[src/rtl/read_strobe_sampler.sv]
// Samples an asynchronous bus on each rising edge of the divided read clock, debounces it
// and hands each new stable value over VALID/READY. Optional PARITY output: SAMPLER_PARITY_EN.
`timescale 1ns/1ps

module read_strobe_sampler #(
  parameter int DATA_WIDTH   = 8,
  parameter int STABLE_COUNT = 4
) (
  input  logic                  IN_50Mhz,
  input  logic                  RST_N,
  input  logic                  READ_CLK,
  input  logic [DATA_WIDTH-1:0] DATA_IN,
  output logic [DATA_WIDTH-1:0] DATA_OUT,
  output logic                  VALID,
  input  logic                  READY,
  output logic                  OVERRUN,
  input  logic                  CLEAR_OVR
`ifdef SAMPLER_PARITY_EN
  ,
  output logic                  PARITY
`endif
);

  localparam int CW = $clog2(STABLE_COUNT + 1);
  localparam logic [CW-1:0] STABLE_MAX = CW'(STABLE_COUNT);

  typedef enum logic {
    EMPTY = 1'b0,
    FULL  = 1'b1
  } state_t;

  state_t                state;
  state_t                state_next;
  logic [DATA_WIDTH-1:0] sync_meta;
  logic [DATA_WIDTH-1:0] sync_data;
  logic                  read_clk_d;
  logic                  strobe;
  logic [DATA_WIDTH-1:0] candidate;
  logic [CW-1:0]         count;
  logic [CW-1:0]         count_next;
  logic                  same_value;
  logic                  reach;
  logic                  delivered;
  logic                  capture;

  // read_clk_d resets high so a READ_CLK already high at release is not seen as an edge.
  always_ff @(posedge IN_50Mhz or negedge RST_N) begin
    if (!RST_N) begin
      sync_meta  <= '0;
      sync_data  <= '0;
      read_clk_d <= 1'b1;
    end else begin
      sync_meta  <= DATA_IN;
      sync_data  <= sync_meta;
      read_clk_d <= READ_CLK;
    end
  end

  assign strobe = READ_CLK & ~read_clk_d;

  always_comb begin
    same_value = (sync_data == candidate);
    count_next = count;
    if (!same_value) begin
      count_next = CW'(1);
    end else if (count != STABLE_MAX) begin
      count_next = count + CW'(1);
    end
    // A changed value reaching the threshold in one step only happens with STABLE_COUNT=1.
    reach   = strobe & (count_next == STABLE_MAX) & (~same_value | (count != STABLE_MAX));
    capture = reach & ((sync_data != DATA_OUT) | ~delivered);
  end

  always_ff @(posedge IN_50Mhz or negedge RST_N) begin
    if (!RST_N) begin
      candidate <= '0;
      count     <= '0;
    end else if (strobe) begin
      candidate <= sync_data;
      count     <= count_next;
    end
  end

  // DATA_OUT doubles as the last delivered value used to suppress repeats.
  always_ff @(posedge IN_50Mhz or negedge RST_N) begin
    if (!RST_N) begin
      DATA_OUT  <= '0;
      delivered <= 1'b0;
    end else if (capture) begin
      DATA_OUT  <= sync_data;
      delivered <= 1'b1;
    end
  end

`ifdef SAMPLER_PARITY_EN
  always_ff @(posedge IN_50Mhz or negedge RST_N) begin
    if (!RST_N) begin
      PARITY <= 1'b0;
    end else if (capture) begin
      PARITY <= ^sync_data;
    end
  end
`endif

  always_ff @(posedge IN_50Mhz or negedge RST_N) begin
    if (!RST_N) begin
      state <= EMPTY;
    end else begin
      state <= state_next;
    end
  end

  always_comb begin
    state_next = state;
    case (state)
      EMPTY: if (capture) state_next = FULL;
      FULL:  if (READY && !capture) state_next = EMPTY;
      default: state_next = EMPTY;
    endcase
  end

  assign VALID = (state == FULL);

  // A capture on top of an unaccepted value wins over a simultaneous clear.
  always_ff @(posedge IN_50Mhz or negedge RST_N) begin
    if (!RST_N) begin
      OVERRUN <= 1'b0;
    end else if ((state == FULL) && capture && !READY) begin
      OVERRUN <= 1'b1;
    end else if (CLEAR_OVR) begin
      OVERRUN <= 1'b0;
    end
  end

endmodule

[config.mk]
export PLATFORM = sky130hd
export DESIGN_NAME = read_strobe_sampler
export DESIGN_NICKNAME = d
export VERILOG_FILES = /design/src/rtl/read_strobe_sampler.sv
export SDC_FILE = /design/constraint.sdc
export NUM_CORES = 1
export LEC_CHECK = 0
export ABC_CLOCK_PERIOD_IN_PS = 2029
export BUFFER_PORTS_ARGS = -buffer_cell sky130_fd_sc_hd__clkbuf_2
export CAP_MARGIN = 20
export CORE_ASPECT_RATIO = 0.6
export CORE_MARGIN = 4
export CORE_UTILIZATION = 45
export DETAILED_ROUTE_END_ITERATION = 10
export GPL_TIMING_DRIVEN = 0
export PLACE_DENSITY = 0.68
export SLEW_MARGIN = 20
export SYNTH_ARGS = -nofsm -noshare
export SYNTH_HDL_FRONTEND = slang
export SYNTH_SLANG_ARGS = --single-unit
[constraint.sdc]
create_clock -name IN_50Mhz -period 2.03 [get_ports IN_50Mhz]
set_clock_uncertainty 0.1 [all_clocks]
set_input_delay 0.406 -clock IN_50Mhz [delete_from_list [all_inputs] [get_ports IN_50Mhz]]
set_output_delay 0.406 -clock IN_50Mhz [all_outputs]
set_load 0.01 [all_outputs]
* Yosys cells after proc, flatten, opt, wreduce, memory -nomap -nowiden
Cells that the tools add are included.
Operators by class: add/sub/neg operators 1, equality and inequality tests 4, mux-type cells 7, bitwise gates (word level) 10, reductions and logical operators 6
Operators by type and width (number):
- 8-bit == test | 1
- 8-bit != test | 1
- 3-bit two-way mux | 2
- 1-bit AND | 4
- 1-bit two-way mux | 4
- 1-bit inverter | 4
- 3-bit by 1-bit adder with 3-bit output, second input constant | 1
- 3-bit == test, second input constant | 1
- 1-bit logical AND | 3
- 3-bit != test, second input constant | 1
- 1-bit zero test | 2
- 1-bit OR | 2
- 1-bit case mux with 2 select lines | 1
- 2-bit nonzero test | 1
Storage, ports and cells: register bits 39, bits of input ports 13, logic and storage cells 37

* Depth between registers and ports, before layout
depth after elaboration 11, depth in mapped cells 8, depth with buffers taken out 7

* Worst setup path before layout
No wires, ideal clock.
kind flip-flop to flip-flop, start point register count[0], end point register DATA_OUT[1], data arrival time 1.789 ns, setup slack 0.016 ns, cell stages (with the launch flop) 8, buffers on the path 1, period minus slack after synthesis 2.014 ns, cell sequence dfrtp_1 inv_1 ha_1 nand3b_1 nor4_2 o41a_1 buf_6 mux2_4
On the way: word-level cells in the longest chain between the ends 7, elaborated cells between the ends (all ways) 9
Ends and longest elaborated chain:
- start: declaration | RTL line 39 | logic [CW-1:0] count;
- start signal: assignment | RTL line 80 | count <= count_next;
- 3-bit by 1-bit adder with 3-bit output / 3-bit != test (equally long branches) | RTL line 67, 66, 70
- 3-bit two-way mux | RTL line 66 | end else if (count != STABLE_MAX) begin
- 3-bit two-way mux | RTL line 64 | if (!same_value) begin
- 3-bit == test | RTL line 70 | reach = strobe & (count_next == STABLE_MAX) & (~same_value | (count != STABLE_MAX));
- 1-bit AND | RTL line 70
- 1-bit AND * | RTL line 70
- 1-bit AND * | RTL line 71 | capture = reach & ((sync_data != DATA_OUT) | ~delivered);
- end signal: assignment | RTL line 90 | DATA_OUT <= sync_data;
- end: declaration | RTL line 13 | output logic [DATA_WIDTH-1:0] DATA_OUT,
Mark *: on every way between the ends. The rest lies on a longest branch, timed or not. A chain may end at the register's enable or synchronous reset.

* Final worst setup path
start point register sync_data[6], end point register DATA_OUT[5]
On the way: word-level cells in the longest chain between the ends 6, elaborated cells between the ends (all ways) 10
Ends and longest elaborated chain:
- start: declaration | RTL line 35 | logic [DATA_WIDTH-1:0] sync_data;
- start signal: assignment | RTL line 54 | sync_data <= sync_meta;
- 8-bit == test | RTL line 62 | same_value = (sync_data == candidate);
- 3-bit two-way mux | RTL line 64
- 3-bit == test | RTL line 70
- 1-bit AND (2 in series) | RTL line 70
- 1-bit AND * | RTL line 71
Marks and branches as above.

==> flow_summary.ini <==
[sta]
hold_viol_final = 0
fin_tns_setup_ns = -0.608
relSlewSlack = 0.375
tightestPinTransition_ns = 0.937
max_freq_ghz = 0.472
setup_violations = 8
finalMaxSlewViolations = 0
fin_ws_ns = -0.0880
rsz0062_at_grt = true
period_needed_ns = 2.12
post-route-period-util = 1.04

[grt]
grt_pass1_vias = 888
grt_antenna_before_repair = 0
track_usage = 0.125
globalRouteOverflowTotal = 0
grt_start_max_net_pins = 40
grt_pass1_wl_mm = 4.13

[setup_path]
critPathMaxStageDelay_ns = 0.42
rr_worst_depth = 6
cp_slowest_cell = dfrtp_1
reg2reg_slack_ns = -0.09
cp-end-kind = register
timing.rr.end = DATA_OUT[5]
required_ns = 2.10
path_cells = xnor2_1, nand4_1, nor4_4, o41a_1, buf_4, mux2_4
r2r-start = sync_data[6]
setup.worst_path.end = DATA_OUT[5]
cp-start-kind = register
cp-startpoint = sync_data[6]
critical_path_arrival_ns = 2.19
cp_max_fo = 4
path_class = register to register

[die]
core_um2 = 3280
die_h_um = 53.5
rows = 16
start_util = 0.473
dieArea_um2 = 4480
die_w_um = 83.8
io_pins = 23

[clocking]
worstSkewPairLatency_ns = 0.29
htree_levels = 2
cts.sinks = 39
cts_buffers = 5
cts_tree = built
clockBufferDepth = 2
worst_setup_hold_path_clk_slew_ns = 0.07
hold_buffers = 0
cts-root-buf = clkbuf_8

[pwr]
peakVddDrop_mv = 0.462
p_total_mw = 1.47
leakage_nw = 0.908
cellPowerDensity_nw_per_um2 = 764

[route]
vias = 892
dr.pass1.iters = 4
post_drt_via_cell_ratio = 4.69
routed_wl_mm = 2.59
ant_nets = 0
initialDrtViolationCount = 62
avgRoutedWirePerCell_um = 13.6
drc = 0

[run_status]
violations = negative setup slack
status = finished, violations left

[place]
pre_cts_ws_ns = -0.293
hpwl_mm = 1.75
gp_congestion = 0.704
io_buffers = 22

[synthesis]
synth-seq-cells = 39
ys_seq_area_frac = 0.630
synth_cell_types = 25
syn_area_um2 = 1550
yosys_warnings = 0
synth_nets = 120
synth.avg_cell_area_um2 = 14.8
postSynthCellCount = 105

[cells_and_area]
drive_gt1_frac = 0.483
n_antenna_cell = 0
final_util = 0.585
finalNetCount = 159
syn2layout_area_growth_pct = 23.9

[run]
maxCapViolCount = 0

[worst_hold_path]
hp-class = input port to register
[per-stage QoR]
stage                     hold WS, ns  area, um2  cells
after floorplan                0.0104       1550    105
after global placement          0.233       1720    172
after detailed placement        0.235       1720    172
after CTS                      0.0990       1830    182
after global routing           0.0992       1920    190
final                           0.109       1920    190
[synthesized netlist by cell type]
cell type,count,area share
nor2_1,1,0.0024
a22o_2,1,0.0065
o21ai_0,1,0.0032
mux2_2,9,0.065
nor2b_1,2,0.0081
and4_1,1,0.0056
nand3b_1,2,0.0097
nand4_1,2,0.0081
nor4_2,2,0.016
a21oi_1,4,0.013
dfstp_2,1,0.017
nand3_1,2,0.0065
o31ai_1,1,0.0048
o41a_1,1,0.0073
dfrtp_1,38,0.61
mux2_4,7,0.068
xnor2_1,9,0.051
inv_1,4,0.0097
or2_2,2,0.0081
ha_1,2,0.016
xor2_1,7,0.040
nor3b_1,1,0.0048
nand2_1,2,0.0048
buf_6,1,0.0073
clkbuf_1,2,0.0048
[logic make-up (layout without fill, tap and decap cells)]
family,count (synthesis),count (layout),share of synthesized area
AND/OR/NAND/NOR,17,17,0.0742
XOR/XNOR,16,16,0.0903
flip-flops,39,39,0.630
AO/OA/AOI/OAI,8,8,0.0347
adder cells (fa/ha/maj),2,2,0.0161
multiplexers,16,16,0.133
buffers and inverters,7,47,0.0218
[how the worst min path moves through the flow]
| stage | to | start | slack [ns] | depth (start not counted) |
|---|---|---|---|---|
| final | read_clk_d | READ_CLK | 0.11 | 1 |
| after global routing | read_clk_d | READ_CLK | 0.1 | 1 |
| after CTS | read_clk_d | READ_CLK | 0.1 | 1 |
| after detailed placement | sync_data[7] | sync_meta[7] | 0.23 | 0 |
| after global placement | sync_data[2] | sync_meta[2] | 0.23 | 0 |
| after floorplan | DATA_OUT[0] | RST_N | 0.01 | 0 |
[cell type report]
| cell class | instances | area (um2) |
|---|---|---|
| Buffer | 3 | 18.8 |
| Clock buffer | 6 | 72.6 |
| Clock inverter | 2 | 12.5 |
| Fill cell | 264 | 1360 |
| Inverter | 4 | 15.0 |
| Multi-Input combinational cell | 59 | 582 |
| Sequential cell | 39 | 980 |
| Tap cell | 45 | 56.3 |
| Timing Repair Buffer | 32 | 185 |
[routing by layer]
metal | GRT usage | routed length [um]
met5 | 0 | 0
met2 | 0.179 | 1170
met1 | 0.170 | 1280
met3 | 0.0467 | 111
met4 | 0.0561 | 27
[report_power, final]
part / internal, mW / switching [mW] / total (mW)
clock network: 0.240 / 0.250 / 0.490
logic: 0.0710 / 0.0531 / 0.124
registers: 0.820 / 0.0330 / 0.853
[state kept, by name, summed over array words and instances, names as in the netlist]
name	count
VALID	1
candidate	8
delivered	1
OVERRUN	1
sync_meta	8
DATA_OUT	8
sync_data	8
count	3
read_clk_d	1
[layout by cell type, fill, tap and decap left out, types with 2 or more instances in the layout]
| cell type | synthesis | layout |
|---|---|---|
| buf_4 | 0 | 10 |
| xnor2_1 | 9 | 7 |
| dfrtp_1 | 38 | 36 |
| xor2_1 | 7 | 7 |
| dfrtp_2 | 0 | 2 |
| inv_1 | 4 | 2 |
| nand2_1 | 2 | 2 |
| nand3_1 | 2 | 2 |
| clkbuf_8 | 0 | 5 |
| a21oi_1 | 4 | 4 |
| xnor2_2 | 0 | 2 |
| clkbuf_1 | 2 | 3 |
| nor2b_1 | 2 | 2 |
| clkbuf_2 | 0 | 22 |
| nand3b_1 | 2 | 2 |
| inv_2 | 0 | 2 |
| or2_2 | 2 | 2 |
| mux2_4 | 7 | 7 |
| nand4_1 | 2 | 2 |
| mux2_2 | 9 | 9 |
[critical path, delay by kind of cell, from the launching register on]
kind / cells / cell delay [ns]
AOI/OAI and AO/OA: 1 / 0.26
xor gates and xnor gates: 1 / 0.16
buffers and inverters: 1 / 0.17
DFF: 1 / 0.42
muxes: 1 / 0.29
and+or+nand+nor: 2 / 0.60
[repair_timing]
item / 4_1_cts / 5_1_grt
resized for setup: 2 / 8
endpoints found under the hold margin: 0 / 0
pin swaps: 2 / 5
setup endpoints to repair: 9 / 10
cloned: 0 / 1
setup buffers: 2 / 7
No activity file was read; power rests on OpenSTA's default activity.
